`src/rtl/ram_cmd_pkg.sv`:
```
// Shared encodings for the CLI memory-command stage.
// Op codes, FSM state codes and default geometry.
package ram_cmd_pkg;

    localparam int DEPTH_DEF  = 1024;
    localparam int LEN_W_DEF  = 16;
    localparam int RD_LAT_DEF = 1;

    localparam logic [1:0] OP_READ  = 2'd0;
    localparam logic [1:0] OP_WRITE = 2'd1;
    localparam logic [1:0] OP_FILL  = 2'd2;
    localparam logic [1:0] OP_DUMP  = 2'd3;

    typedef logic [2:0] state_t;

    localparam state_t ST_IDLE    = 3'd0;
    localparam state_t ST_WR      = 3'd1;
    localparam state_t ST_RD_REQ  = 3'd2;
    localparam state_t ST_RD_WAIT = 3'd3;
    localparam state_t ST_RESP    = 3'd4;

    function automatic logic is_multi(input logic [1:0] op);
        return (op == OP_FILL) || (op == OP_DUMP);
    endfunction

    function automatic logic is_write(input logic [1:0] op);
        return (op == OP_WRITE) || (op == OP_FILL);
    endfunction

    function automatic logic is_single(input logic [1:0] op);
        return (op == OP_READ) || (op == OP_WRITE);
    endfunction

endpackage

```
`src/rtl/ram_addr_walker.sv`:
```
// Address walker: start-address load, modulo-DEPTH increment,
// remaining-word counter and last-word flag.
module ram_addr_walker
    import ram_cmd_pkg::*;
#(
    parameter int DEPTH = DEPTH_DEF,
    parameter int LEN_W = LEN_W_DEF
) (
    input  logic             clk,
    input  logic             rst,
    input  logic             load,
    input  logic             step,
    input  logic [31:0]      start_addr,
    input  logic [LEN_W-1:0] len,
    output logic [31:0]      addr,
    output logic [31:0]      base,
    output logic [LEN_W-1:0] total,
    output logic             last
);

    localparam logic [31:0] ADDR_MAX = 32'(DEPTH - 1);

    logic [31:0]      addr_q;
    logic [31:0]      base_q;
    logic [LEN_W-1:0] total_q;
    logic [LEN_W-1:0] remain_q;

    always_ff @(posedge clk) begin
        if (rst) begin
            addr_q   <= '0;
            base_q   <= '0;
            total_q  <= '0;
            remain_q <= '0;
        end else if (load) begin
            addr_q   <= start_addr;
            base_q   <= start_addr;
            total_q  <= len;
            remain_q <= len;
        end else if (step) begin
            addr_q   <= (addr_q == ADDR_MAX) ? '0 : addr_q + 32'd1;
            remain_q <= remain_q - LEN_W'(1);
        end
    end

    // Counting down from len means the full LEN_W range fits.
    assign last  = (remain_q == LEN_W'(1));
    assign addr  = addr_q;
    assign base  = base_q;
    assign total = total_q;

endmodule

```
`src/rtl/ram_cmd_ctrl.sv`:
```
// Memory-command execution stage in front of sp_ram_rw:
// runs READ/WRITE/FILL/DUMP and returns data or acks.
module ram_cmd_ctrl
    import ram_cmd_pkg::*;
#(
    parameter int DEPTH  = DEPTH_DEF,
    parameter int RD_LAT = RD_LAT_DEF,
    parameter int LEN_W  = LEN_W_DEF
) (
    input  logic             clk,
    input  logic             rst,
    input  logic             cmd_valid,
    output logic             cmd_ready,
    input  logic [1:0]       cmd_op,
    input  logic [31:0]      cmd_addr,
    input  logic [31:0]      cmd_data,
    input  logic [LEN_W-1:0] cmd_len,
    output logic             rsp_valid,
    input  logic             rsp_ready,
    output logic [31:0]      rsp_data,
    output logic [31:0]      rsp_addr,
    output logic             rsp_last,
    output logic             rsp_err,
    output logic [31:0]      ram_address,
    output logic [31:0]      ram_data_in,
    output logic             ram_re,
    output logic             ram_we,
    input  logic [31:0]      ram_data_out,
    output logic             busy
);

    localparam int WAIT_W = (RD_LAT > 1) ? $clog2(RD_LAT) : 1;
    localparam logic [WAIT_W-1:0] WAIT_END = WAIT_W'(RD_LAT - 1);

    state_t           state_q;
    logic [31:0]      data_q;
    logic [WAIT_W-1:0] wait_q;
    logic [31:0]      rsp_data_q;
    logic [31:0]      rsp_addr_q;
    logic             rsp_last_q;
    logic             rsp_err_q;

    logic             cmd_fire;
    logic             cmd_bad;
    logic [LEN_W-1:0] len_eff;
    logic             w_step;
    logic [31:0]      w_addr;
    logic [31:0]      w_base;
    logic [LEN_W-1:0] w_total;
    logic             w_last;

    assign cmd_ready = (state_q == ST_IDLE);
    assign cmd_fire  = cmd_valid && cmd_ready;
    assign cmd_bad   = (cmd_addr >= 32'(DEPTH)) ||
                       (is_multi(cmd_op) && (cmd_len == '0));
    assign len_eff   = is_single(cmd_op) ? LEN_W'(1) : cmd_len;

    // Reads advance only once the consumer takes the current word.
    assign w_step = (state_q == ST_WR) ||
                    ((state_q == ST_RESP) && rsp_ready && !rsp_last_q);

    ram_addr_walker #(
        .DEPTH (DEPTH),
        .LEN_W (LEN_W)
    ) u_walker (
        .clk        (clk),
        .rst        (rst),
        .load       (cmd_fire && !cmd_bad),
        .step       (w_step),
        .start_addr (cmd_addr),
        .len        (len_eff),
        .addr       (w_addr),
        .base       (w_base),
        .total      (w_total),
        .last       (w_last)
    );

    always_ff @(posedge clk) begin
        if (rst) begin
            state_q    <= ST_IDLE;
            data_q     <= '0;
            wait_q     <= '0;
            rsp_data_q <= '0;
            rsp_addr_q <= '0;
            rsp_last_q <= 1'b0;
            rsp_err_q  <= 1'b0;
        end else begin
            unique case (state_q)
                ST_IDLE: begin
                    if (cmd_valid) begin
                        data_q <= cmd_data;
                        if (cmd_bad) begin
                            rsp_data_q <= '0;
                            rsp_addr_q <= cmd_addr;
                            rsp_last_q <= 1'b1;
                            rsp_err_q  <= 1'b1;
                            state_q    <= ST_RESP;
                        end else begin
                            rsp_err_q <= 1'b0;
                            state_q   <= is_write(cmd_op) ? ST_WR
                                                          : ST_RD_REQ;
                        end
                    end
                end
                ST_WR: begin
                    if (w_last) begin
                        rsp_data_q <= 32'(w_total);
                        rsp_addr_q <= w_base;
                        rsp_last_q <= 1'b1;
                        state_q    <= ST_RESP;
                    end
                end
                ST_RD_REQ: begin
                    wait_q  <= '0;
                    state_q <= ST_RD_WAIT;
                end
                ST_RD_WAIT: begin
                    if (wait_q == WAIT_END) begin
                        rsp_data_q <= ram_data_out;
                        rsp_addr_q <= w_addr;
                        rsp_last_q <= w_last;
                        state_q    <= ST_RESP;
                    end else begin
                        wait_q <= wait_q + WAIT_W'(1);
                    end
                end
                ST_RESP: begin
                    if (rsp_ready) begin
                        state_q <= rsp_last_q ? ST_IDLE : ST_RD_REQ;
                    end
                end
                default: state_q <= ST_IDLE;
            endcase
        end
    end

    assign ram_we      = (state_q == ST_WR);
    assign ram_re      = (state_q == ST_RD_REQ);
    assign ram_address = (ram_we || ram_re) ? w_addr : '0;
    assign ram_data_in = ram_we ? data_q : '0;

    assign rsp_valid = (state_q == ST_RESP);
    assign rsp_data  = rsp_data_q;
    assign rsp_addr  = rsp_addr_q;
    assign rsp_last  = rsp_last_q;
    assign rsp_err   = rsp_err_q;
    assign busy      = (state_q != ST_IDLE);

endmodule

```
`config.mk`:
```
export PLATFORM = sky130hd
export DESIGN_NAME = ram_cmd_ctrl
export DESIGN_NICKNAME = d
export VERILOG_FILES = /design/src/rtl/ram_cmd_pkg.sv /design/src/rtl/ram_addr_walker.sv /design/src/rtl/ram_cmd_ctrl.sv
export SDC_FILE = /design/constraint.sdc
export NUM_CORES = 1
export LEC_CHECK = 0
export CAP_MARGIN = 10
export CORE_MARGIN = 3
export CORE_UTILIZATION = 49
export DETAILED_ROUTE_END_ITERATION = 6
export PLACE_DENSITY = 0.91
export SETUP_SLACK_MARGIN = 0.3
export SLEW_MARGIN = 20
export SYNTH_ARGS = -nofsm -noshare
export SYNTH_HDL_FRONTEND = slang
export SYNTH_SLANG_ARGS = --single-unit
```
`constraint.sdc`:
```
create_clock -name clk -period 3.1 [get_ports clk]
set_input_delay 0.775 -clock clk [delete_from_list [all_inputs] [get_ports clk]]
set_output_delay 0.775 -clock clk [all_outputs]
set_load 0.01 [all_outputs]
```
* Yosys cells after proc, flatten, opt, wreduce, memory -nomap -nowiden
Index checks and enable logic that the tools add are counted.
** Operators by class
- Add/sub/neg operators :: 3
- Order comparisons :: 1
- Eq/ne operators :: 14
- Mux-type cells :: 34
- Reduce and logical (&&, ||, !) cells :: 23
** Operator list (count)
- 32-bit two-way mux :: 13
- 32-bit case mux with 3 select lines :: 2
- 16-bit two-way mux :: 3
- 32-bit by 1-bit adder with 32-bit output, second input constant :: 1
- 32-bit by 10-bit equality test with 1-bit output, second input constant :: 1
- 32-bit by 11-bit greater-or-equal comparator with 1-bit output, second input constant :: 1
- 16-bit by 1-bit equality test with 1-bit output, second input constant :: 1
- 16-bit logical NOT :: 1
- 16-bit by 1-bit subtractor with 16-bit output, second input constant :: 1
- 3-bit two-way mux :: 5
- 3-bit case mux with 5 select lines :: 1
- 3-bit by 2-bit equality test with 1-bit output, second input constant :: 2
- 1-bit logical OR :: 6
- 1-bit two-way mux :: 6
- 2-bit by 1-bit inequality test with 1-bit output, second input constant :: 3
- 3-bit nonzero test :: 2
- 1-bit logical AND :: 5
- 5-bit AND reduction :: 1
- 2-bit equality test, second input constant :: 2
- 2-bit two-way mux :: 2
- 2-bit inequality test, second input constant :: 2
- 4-bit AND reduction :: 1
- 2-bit nonzero test :: 2
- 3-bit by 1-bit equality test with 1-bit output, second input constant :: 1
- other kinds (9) :: 10
** Storage, ports and cells
- Register bits :: 198
- Input bits :: 118
- Output and inout bits :: 135
- Logic and storage cells :: 86

* Logic depth before layout (Yosys ltp)
Gate-level depths: netlist of run 1.
- Depth after elaboration :: 7
- Depth in mapped cells :: 11
- Depth with buffers taken out :: 7

* Modules after synthesis
Synthesis of run 1 repeated with hierarchy kept, for this count alone.
** Second synthesis, totals
- Cells, all modules :: 1203
- Area total of the unflattened synthesis :: 9954.5 µm²
** Modules (own cells, without submodules)
- ram_cmd_ctrl :: times used 1, cells an instance 689, area each 5462.7 µm², seq. area each 2021.9 µm²
- ram_addr_walker :: times used 1, cells an instance 514, area each 4491.8 µm², seq. area each 1921.8 µm²

* Worst setup path before layout of run 1
OpenSTA, ideal clock, no wires.
- Path kind :: input to register
- From :: input port cmd_len[12]
- To :: register rsp_data_q[21] (netlist: rsp_data[21])
- Library setup time :: 0.117 ns
- Arrival time :: 2.566 ns
- Path slack :: 0.418 ns
- Stages :: 7
- Path buffers :: 2
- Path through :: or4_1 > or3_1 > clkbuf_1 > a21oi_4 > nor3_2 > buf_2 > a22o_1
** Between the ends
- Word-level cells in the longest chain between the ends :: 5
** RTL lines
- start, declared :: RTL line ram_cmd_ctrl.sv:17 : input logic [LEN_W-1:0] cmd_len,
- 16-bit logical NOT :: RTL line ram_cmd_ctrl.sv:55 : (is_multi(cmd_op) && (cmd_len == '0));
- 1-bit logical AND :: RTL line ram_cmd_ctrl.sv:55
- 1-bit logical OR :: RTL line ram_cmd_ctrl.sv:54 : assign cmd_bad = (cmd_addr >= 32'(DEPTH)) ||
- 2-bit by 1-bit inequality test with 1-bit output (no source line)
- 5-bit AND reduction (no source line)
- end signal, assigned :: RTL line ram_cmd_ctrl.sv:107 : rsp_data_q <= 32'(w_total);
- end signal, assigned :: RTL line ram_cmd_ctrl.sv:119 : rsp_data_q <= ram_data_out;
- end, declared :: RTL line ram_cmd_ctrl.sv:38 : logic [31:0] rsp_data_q;
No other way between the ends.
A chain may end at the register's enable or synchronous reset.

* Final worst setup path of run 1
- From :: register state_q[0]
- To :: output port ram_data_in[22]
** Between the ends
- Word-level cells in the longest chain between the ends :: 2
** RTL lines
- start, declared :: RTL line ram_cmd_ctrl.sv:35 : state_t state_q;
- start signal, assigned :: RTL line ram_cmd_ctrl.sv:100 : state_q <= is_write(cmd_op) ? ST_WR
- start signal, assigned :: RTL line ram_cmd_ctrl.sv:129 : state_q <= rsp_last_q ? ST_IDLE : ST_RD_REQ;
- 3-bit by 1-bit equality test with 1-bit output :: RTL line ram_cmd_ctrl.sv:137 : assign ram_we = (state_q == ST_WR);
- 32-bit two-way mux :: RTL line ram_cmd_ctrl.sv:140 : assign ram_data_in = ram_we ? data_q : '0;
- end, declared :: RTL line ram_cmd_ctrl.sv:25 : output logic [31:0] ram_data_in,
No other way between the ends.

==> results of run 1 <==
## flip-flops by register name, summed over array words and instances, names as in the netlist
name and flops:
data_q 32, rsp_data 32, rsp_addr 32, u_walker.remain_q 16
u_walker.total 16, state_q 3, u_walker.addr 32, rsp_err 1
u_walker.base 32, rsp_last 1
## through the flow
step	hold slack, ns	cells	power (mW)	setup TNS, ns
global placement	0.437	1551	5.98	-10.61
global route	0.469	1602	8.95	0
CTS	0.453	1590	8.33	0
finish	0.453	1602	8.59	0
detailed placement	0.444	1551	6.06	-18.93
floorplan	0.429	1085	4.80	0
## area by class of cell
type / count / area share (%)
sequential: 197 / 29.6
multi-input combinational: 783 / 36.9
tap: 229 / 2.15
clock inverter: 11 / 0.863
clock buffer: 21 / 3.60
inverter: 12 / 0.338
antenna: 1 / 0.0188
timing repair buffer: 348 / 26.5
## metal layers
layer  vias up  share of wire [%]
li1       4456                  -
met1      4651                 39
met2       599                 47
met3       102                9.3
met4         0                4.1
met5         -                  0
## worst register-to-register path: cells and delay by family, from the launching register on
family,cells,cell delay [ns]
AOI/OAI and AO/OA,2,1.02
buffers and inverters,4,1.10
and+or+nand+nor,1,0.13
DFF,1,0.35
## power groups by stage
stage	Sequential, mW	Combinational, mW	Clock (mW)
2_1_floorplan	3.12	1.68	0
3_3_place_gp	3.12	2.86	0
3_5_place_dp	3.13	2.93	0
4_1_cts	3.07	3.02	2.24
5_1_grt	3.11	3.50	2.34
6_report	3.09	3.27	2.23
## worst min-delay path by stage
stage                           start                 to  slack (ns)  cells past startpoint
floorplan           u_walker.base[10]  u_walker.base[10]        0.43                      1
global placement     u_walker.base[4]   u_walker.base[4]        0.44                      2
detailed placement         data_q[26]         data_q[26]        0.44                      2
CTS                  u_walker.base[4]   u_walker.base[4]        0.45                      2
global route               data_q[22]         data_q[22]        0.47                      2
finish               u_walker.base[4]   u_walker.base[4]        0.45                      2
## kinds of logic after synthesis
group	synth area share [%]
compound gates	17.7
xor+xnor	2.11
fa+ha+maj	0.960
buf+inv	4.83
flops	43.2
mux	5.48
simple gates	25.7
## cells in the mapped netlist (17+ instances only)
cell and n:
sky130_fd_sc_hd__nor2b_1 33, sky130_fd_sc_hd__nor2_1 47, sky130_fd_sc_hd__nor4_1 22, sky130_fd_sc_hd__mux2i_1 50
sky130_fd_sc_hd__nand2_1 156, sky130_fd_sc_hd__nand4_1 25, sky130_fd_sc_hd__xnor2_1 17, sky130_fd_sc_hd__dfxtp_1 197
sky130_fd_sc_hd__o21ai_0 24, sky130_fd_sc_hd__and2_1 26, sky130_fd_sc_hd__a21oi_1 112, sky130_fd_sc_hd__a22o_1 30
sky130_fd_sc_hd__o31ai_1 19, sky130_fd_sc_hd__and3_1 40, sky130_fd_sc_hd__buf_2 18, sky130_fd_sc_hd__o221ai_1 32
sky130_fd_sc_hd__clkbuf_1 64, sky130_fd_sc_hd__nand3_1 52
## repair_timing
action	in CTS	in global routing
setup endpoints to repair	221	152
buffers inserted	7	4
pin swaps	1	16
cloned	0	7
endpoints found under the hold margin	0	0
gates resized for setup	32	60
==> results.md, run 1 <==
Routing
- 1st-pass router iterations: 5
- routed length per placed instance: 20.4 µm
- post-detailed-routing wire length: 32600 µm
- vias after detailed routing: 9808
- drt drc: 0
- number of nets with antenna violations after detailed routing: 0
- first-iteration detailed-routing DRC count: 1026
- mean number of vias per cell: 6.12

Layout
- Post-Route Utilization: 73.5%
- most common library cell in the layout ignoring fill and taps: sky130_fd_sc_hd__clkdlybuf4s50_1
- count of nets after finishing: 1484
- cell area after layout: 13300 µm²
- area of all sequential standard cells: 3950 µm²
- area delta synth->final: 46.1%
- fillers: 1258
- highest-count cells in the layout ignoring fill and taps: 203 x sky130_fd_sc_hd__clkdlybuf4s50_1, 194 x sky130_fd_sc_hd__dfxtp_1, 155 x sky130_fd_sc_hd__nand2_1, 109 x sky130_fd_sc_hd__a21oi_1, 75 x sky130_fd_sc_hd__buf_4
- share of cells above drive strength 1: 12.4%
- Multi-input gate area: 4920 µm²

Setup path
- total number of cells along the worst setup path: 4
- crit path capture type: output port
- critical path required time: 2.32 ns
- depth of the most critical reg-to-reg path: 7
- Reg2Reg Launch Point: state_q[1]
- Worst Setup EP: ram_data_in[22]
- maximum fanout encountered on the critical timing path: 33
- worst reg2reg path endpoint: rsp_addr[4]
- maximum cell stage delay along the critical path: 0.55 ns
- buffer and inverter count on the worst path: 2
- internal reg-to-reg setup slack: 0.44 ns
- Crit-path slowest cell: sky130_fd_sc_hd__clkdlybuf4s50_1
- crit-path leading delay family: buffers and inverters
- beginning of the critical path: state_q[0]
- arrival time of the worst setup path: 2.03 ns
- kind of start point of the critical path: flop
- CP Cell Sequence: nor2b_4, buf_12, and3_1, clkdlybuf4s50_1
- category of the most critical setup path: reg2out

CTS
- cell at the root of the clock tree: sky130_fd_sc_hd__clkbuf_16
- clock transition at the registers of the reported paths: 0.07 ns
- H-tree level count: 4
- Clock Sinks: 197
- buffers from clock root to sink, at most: 2
- total of hold buffers inserted after clock tree synthesis: 0
- TritonCTS clock tree: yes
- clock latency on the worst-skew pair: 0.43 ns
- number of buffers created by CTS: 17

Synth
- count of flip-flops with a built-in enable after synthesis: 0
- number of standard cells after synthesis: 1085
- sequential cell area fraction in the yosys report: 43.2%
- Yosys warnings: 0
- cells taking the most area after synthesis: sky130_fd_sc_hd__dfxtp_1 43%, sky130_fd_sc_hd__nand2_1 6.4%, sky130_fd_sc_hd__a21oi_1 6.1%, sky130_fd_sc_hd__mux2i_1 5.5%, sky130_fd_sc_hd__o221ai_1 3.1%
- count of unique library cells instantiated by Yosys: 53
- synthesized flop and latch total: 197
- most used flip-flop cell after synthesis: sky130_fd_sc_hd__dfxtp_1
- mean area per synthesized cell: 8.41 µm²
- Synth Net Count: 1210
- async set or reset register ratio after synthesis: 0%
- share of Yosys cell area claimed by the top area cell type: 43.2%
- library cell occupying the most area in the post-synthesis netlist: sky130_fd_sc_hd__dfxtp_1
- post-synthesis instance area: 9130 µm²

Timing
- final critical-path setup slack: 0.297 ns
- final setup skew: 0.0107 ns
- final worst path period need: 2.80 ns
- pin slew with the least headroom to its limit: 0.962 ns
- Final Hold Viols: 0
- setup repair after global routing missed its margin: yes
- final-report max-slew violation count: 0
- top achievable clock speed: 0.357 GHz
- # setup viols final: 0
- fin crit share: 90.4%
- Slew headroom: 35.4%

Pwr
- static leakage power: 5.29 nW
- combinational fraction of design power: 38.1%
- switching power: 3.10 mW
- VDD IR max: 513 µV
- power density relative to cell area: 644 nW/µm²
- clock network fraction of total power: 26.0%
- sequential group share of total power: 36.0%
- Pint: 5.49 mW
- proportion of total power due to net switching: 36.1%

Die
- Die Y: 142 µm
- Core Area: 18100 µm²
- Initial Utilization: 50.3%
- I/O Pins: 253
- Die Width: 142 µm
- area of the die: 20300 µm²
- number of cell rows: 49

GRT
- busiest layer in global routing: met2
- number of global-route vias before repair: 8963
- global routing met1 resource utilization: 38.4%
- global-route congestion overflow total: 0
- first-pass GRT wire length: 47700 µm
- antenna violations before repair: 1
- GRT Resource Usage Total: 29.1%
- maximum number of pins on one net before global-route repair: 65
- met2 routing resource usage after global routing: 46.7%
- global routing usage on met3: 5.44%

Placement
- placed cell areas: 12300 µm²
- gpl congestion: 0.932
- Setup WS pre-CTS: -0.210 ns
- Port Buffers: 252
- detailed-placement wirelength estimate: 21800 µm

Job
- maximum capacitance violations: 0

Run status
- status: finished clean

Worst hold path
- worst hold path class: reg2reg

Power figures use the tool's default switching activity.
==> inputs of run 2 (changes only) <==
- PLACE_DENSITY: 0.91 -> 0.85
- SKIP_LAST_GASP: default -> 1
==> run 2 against run 1 <==
Sequential power is essentially flat. Clock power hardly changed. Hold slack lost 0.00099 ns. Die area did not move. Combinational power shrank 2%. Global-route usage is 0.51 points higher. Power decreased by 0.89%. Sequential share of layout area grew 0.24 points.
==> results.md, run 2 (synthesis gave the netlist of run 1 again) <==
Run status
- status: finished clean

Layout
- count of nets after finishing: 1489
- antenna cells: 0
- area delta synth->final: 44.9%
- highest-count cells in the layout ignoring fill and taps: 207 x sky130_fd_sc_hd__clkdlybuf4s50_1, 194 x sky130_fd_sc_hd__dfxtp_1, 155 x sky130_fd_sc_hd__nand2_1, 110 x sky130_fd_sc_hd__a21oi_1, 79 x sky130_fd_sc_hd__buf_4
- most common library cell in the layout ignoring fill and taps: sky130_fd_sc_hd__clkdlybuf4s50_1
- share of cells above drive strength 1: 12.4%

Routing
- mean number of vias per cell: 6.03
- drt drc: 0
- number of nets with antenna violations after detailed routing: 0
- vias after detailed routing: 9680
- routed length per placed instance: 19.8 µm
- first-iteration detailed-routing DRC count: 852
- 1st-pass router iterations: 5
- post-detailed-routing wire length: 31700 µm

Setup path
- internal reg-to-reg setup slack: 0.49 ns
- critical path required time: 2.32 ns
- Crit-path slowest cell: sky130_fd_sc_hd__dfxtp_2
- arrival time of the worst setup path: 2.00 ns
- maximum fanout encountered on the critical timing path: 32
- CP Cell Sequence: clkinvlp_4, nor3_2, nor2_2, buf_12, nor2b_1, dlygate4sd2_1
- worst reg2reg path endpoint: rsp_addr[15]
- category of the most critical setup path: reg2out
- total number of cells along the worst setup path: 6
- depth of the most critical reg-to-reg path: 7
- crit path capture type: output port
- kind of start point of the critical path: flop
- buffer and inverter count on the worst path: 3
- maximum cell stage delay along the critical path: 0.40 ns
- crit-path leading delay family: buffers and inverters
- Reg2Reg Launch Point: u_walker.remain_q[2]

Die
- Core Area: 18100 µm²
- number of cell rows: 49
- area of the die: 20300 µm²
- I/O Pins: 253
- Die Y: 142 µm
- Initial Utilization: 50.3%
- Die Width: 142 µm

CTS
- cell at the root of the clock tree: sky130_fd_sc_hd__clkbuf_16
- Clock Sinks: 197
- H-tree level count: 4
- total of hold buffers inserted after clock tree synthesis: 0
- clock latency on the worst-skew pair: 0.43 ns
- clock transition at the registers of the reported paths: 0.07 ns
- number of buffers created by CTS: 17
- buffers from clock root to sink, at most: 2
- TritonCTS clock tree: yes

Placement
- Port Buffers: 252
- gpl congestion: 0.927
- Setup WS pre-CTS: -0.347 ns
- detailed-placement wirelength estimate: 21800 µm

Pwr
- VDD IR max: 532 µV
- static leakage power: 4.95 nW
- power density relative to cell area: 644 nW/µm²
- sum of internal, switching and leakage power: 8.52 mW

Timing
- pin slew with the least headroom to its limit: 0.694 ns
- final worst path period need: 2.77 ns
- # setup viols final: 0
- total negative setup slack: 0 ns
- Final Hold Viols: 0
- fin crit share: 89.4%
- final-report max-slew violation count: 0
- final critical-path setup slack: 0.328 ns
- top achievable clock speed: 0.361 GHz
- Slew headroom: 53.7%
- setup repair after global routing missed its margin: yes
- final setup skew: 0.00822 ns

GRT
- number of global-route vias before repair: 9274
- antenna violations before repair: 0
- first-pass GRT wire length: 48700 µm
- GRT Resource Usage Total: 29.6%
- global-route congestion overflow total: 0
- maximum number of pins on one net before global-route repair: 61

Worst hold path
- hold path startpoint: data_q[14]
- depth of the worst hold-timing path: 2
- Hold EP: data_q[14]
- worst hold path class: reg2reg

Job
- maximum capacitance violations: 0

-- run 2: changes by cell type in the layout (fill, tap and decap cells not counted), sizes merged, moves of 4 or more --
cell	delta
inv	-4
dlymetal6s2s	-25
clkdlybuf4s50	+4
dlygate4sd2	+21
clkbuf	-7
buf	+8
-- run 2: how the worst max path moves through the flow --
| stage | start | to | slack [ns] |
|---|---|---|---|
| floorplan | cmd_len[12] | rsp_data[21] | 0.42 |
| detailed placement | cmd_addr[10] | state_q[1] | -0.35 |
| global placement | cmd_addr[10] | rsp_err | -0.25 |
| global route | state_q[1] | ram_address[11] | 0.25 |
| CTS | state_q[1] | ram_data_in[21] | 0.28 |
| finish | state_q[1] | ram_address[11] | 0.33 |
-- run 2: stage by stage --
| step | util (%) | area (µm²) | hold slack [ns] | cells |
|---|---|---|---|---|
| floorplan | - | 9130 | 0.429 | 1085 |
| global placement | 68.3 | 12400 | 0.437 | 1562 |
| detailed placement | 68.3 | 12400 | 0.442 | 1562 |
| CTS | 72.0 | 13100 | 0.452 | 1599 |
| global route | 72.9 | 13200 | 0.469 | 1605 |
| finish | 72.9 | 13200 | 0.452 | 1605 |
-- run 2: cell type report --
| class | count | area, µm² |
|---|---|---|
| clock inverters | 13 | 158 |
| clock buffers | 18 | 429 |
| inverters | 12 | 48.8 |
| flip-flops and latches | 197 | 3950 |
| well taps | 229 | 287 |
| repair buffers | 352 | 3440 |
| multi-input cells | 784 | 4910 |
| fillers | 1320 | 4920 |
-- run 2: what timing repair did --
item / 4_1_cts / 5_1_grt
endpoints found under the setup margin: 194 / 172
gates cloned: 1 / 0
pin swaps: 6 / 11
resized for setup: 55 / 24
setup buffers: 5 / 6
-- run 2: tightest hold or removal path: cells and delay by family (launching register included) --
family | cells | cell delay [ns]
flip-flops | 1 | 0.31
AND/OR/NAND/NOR | 1 | 0.05
AO/OA/AOI/OAI | 1 | 0.05
-- run 2: routing by layer --
layer	track usage, %	share of wire [%]
met5	0	0
met4	11.8	3.1
met3	5.38	7.8
met2	49.8	48
met1	37.6	41
-- run 2: power breakdown --
| group | switching, mW | internal [mW] |
|---|---|---|
| combinational | 1.78 | 1.40 |
| clock | 0.976 | 1.26 |
| sequential | 0.241 | 2.85 |
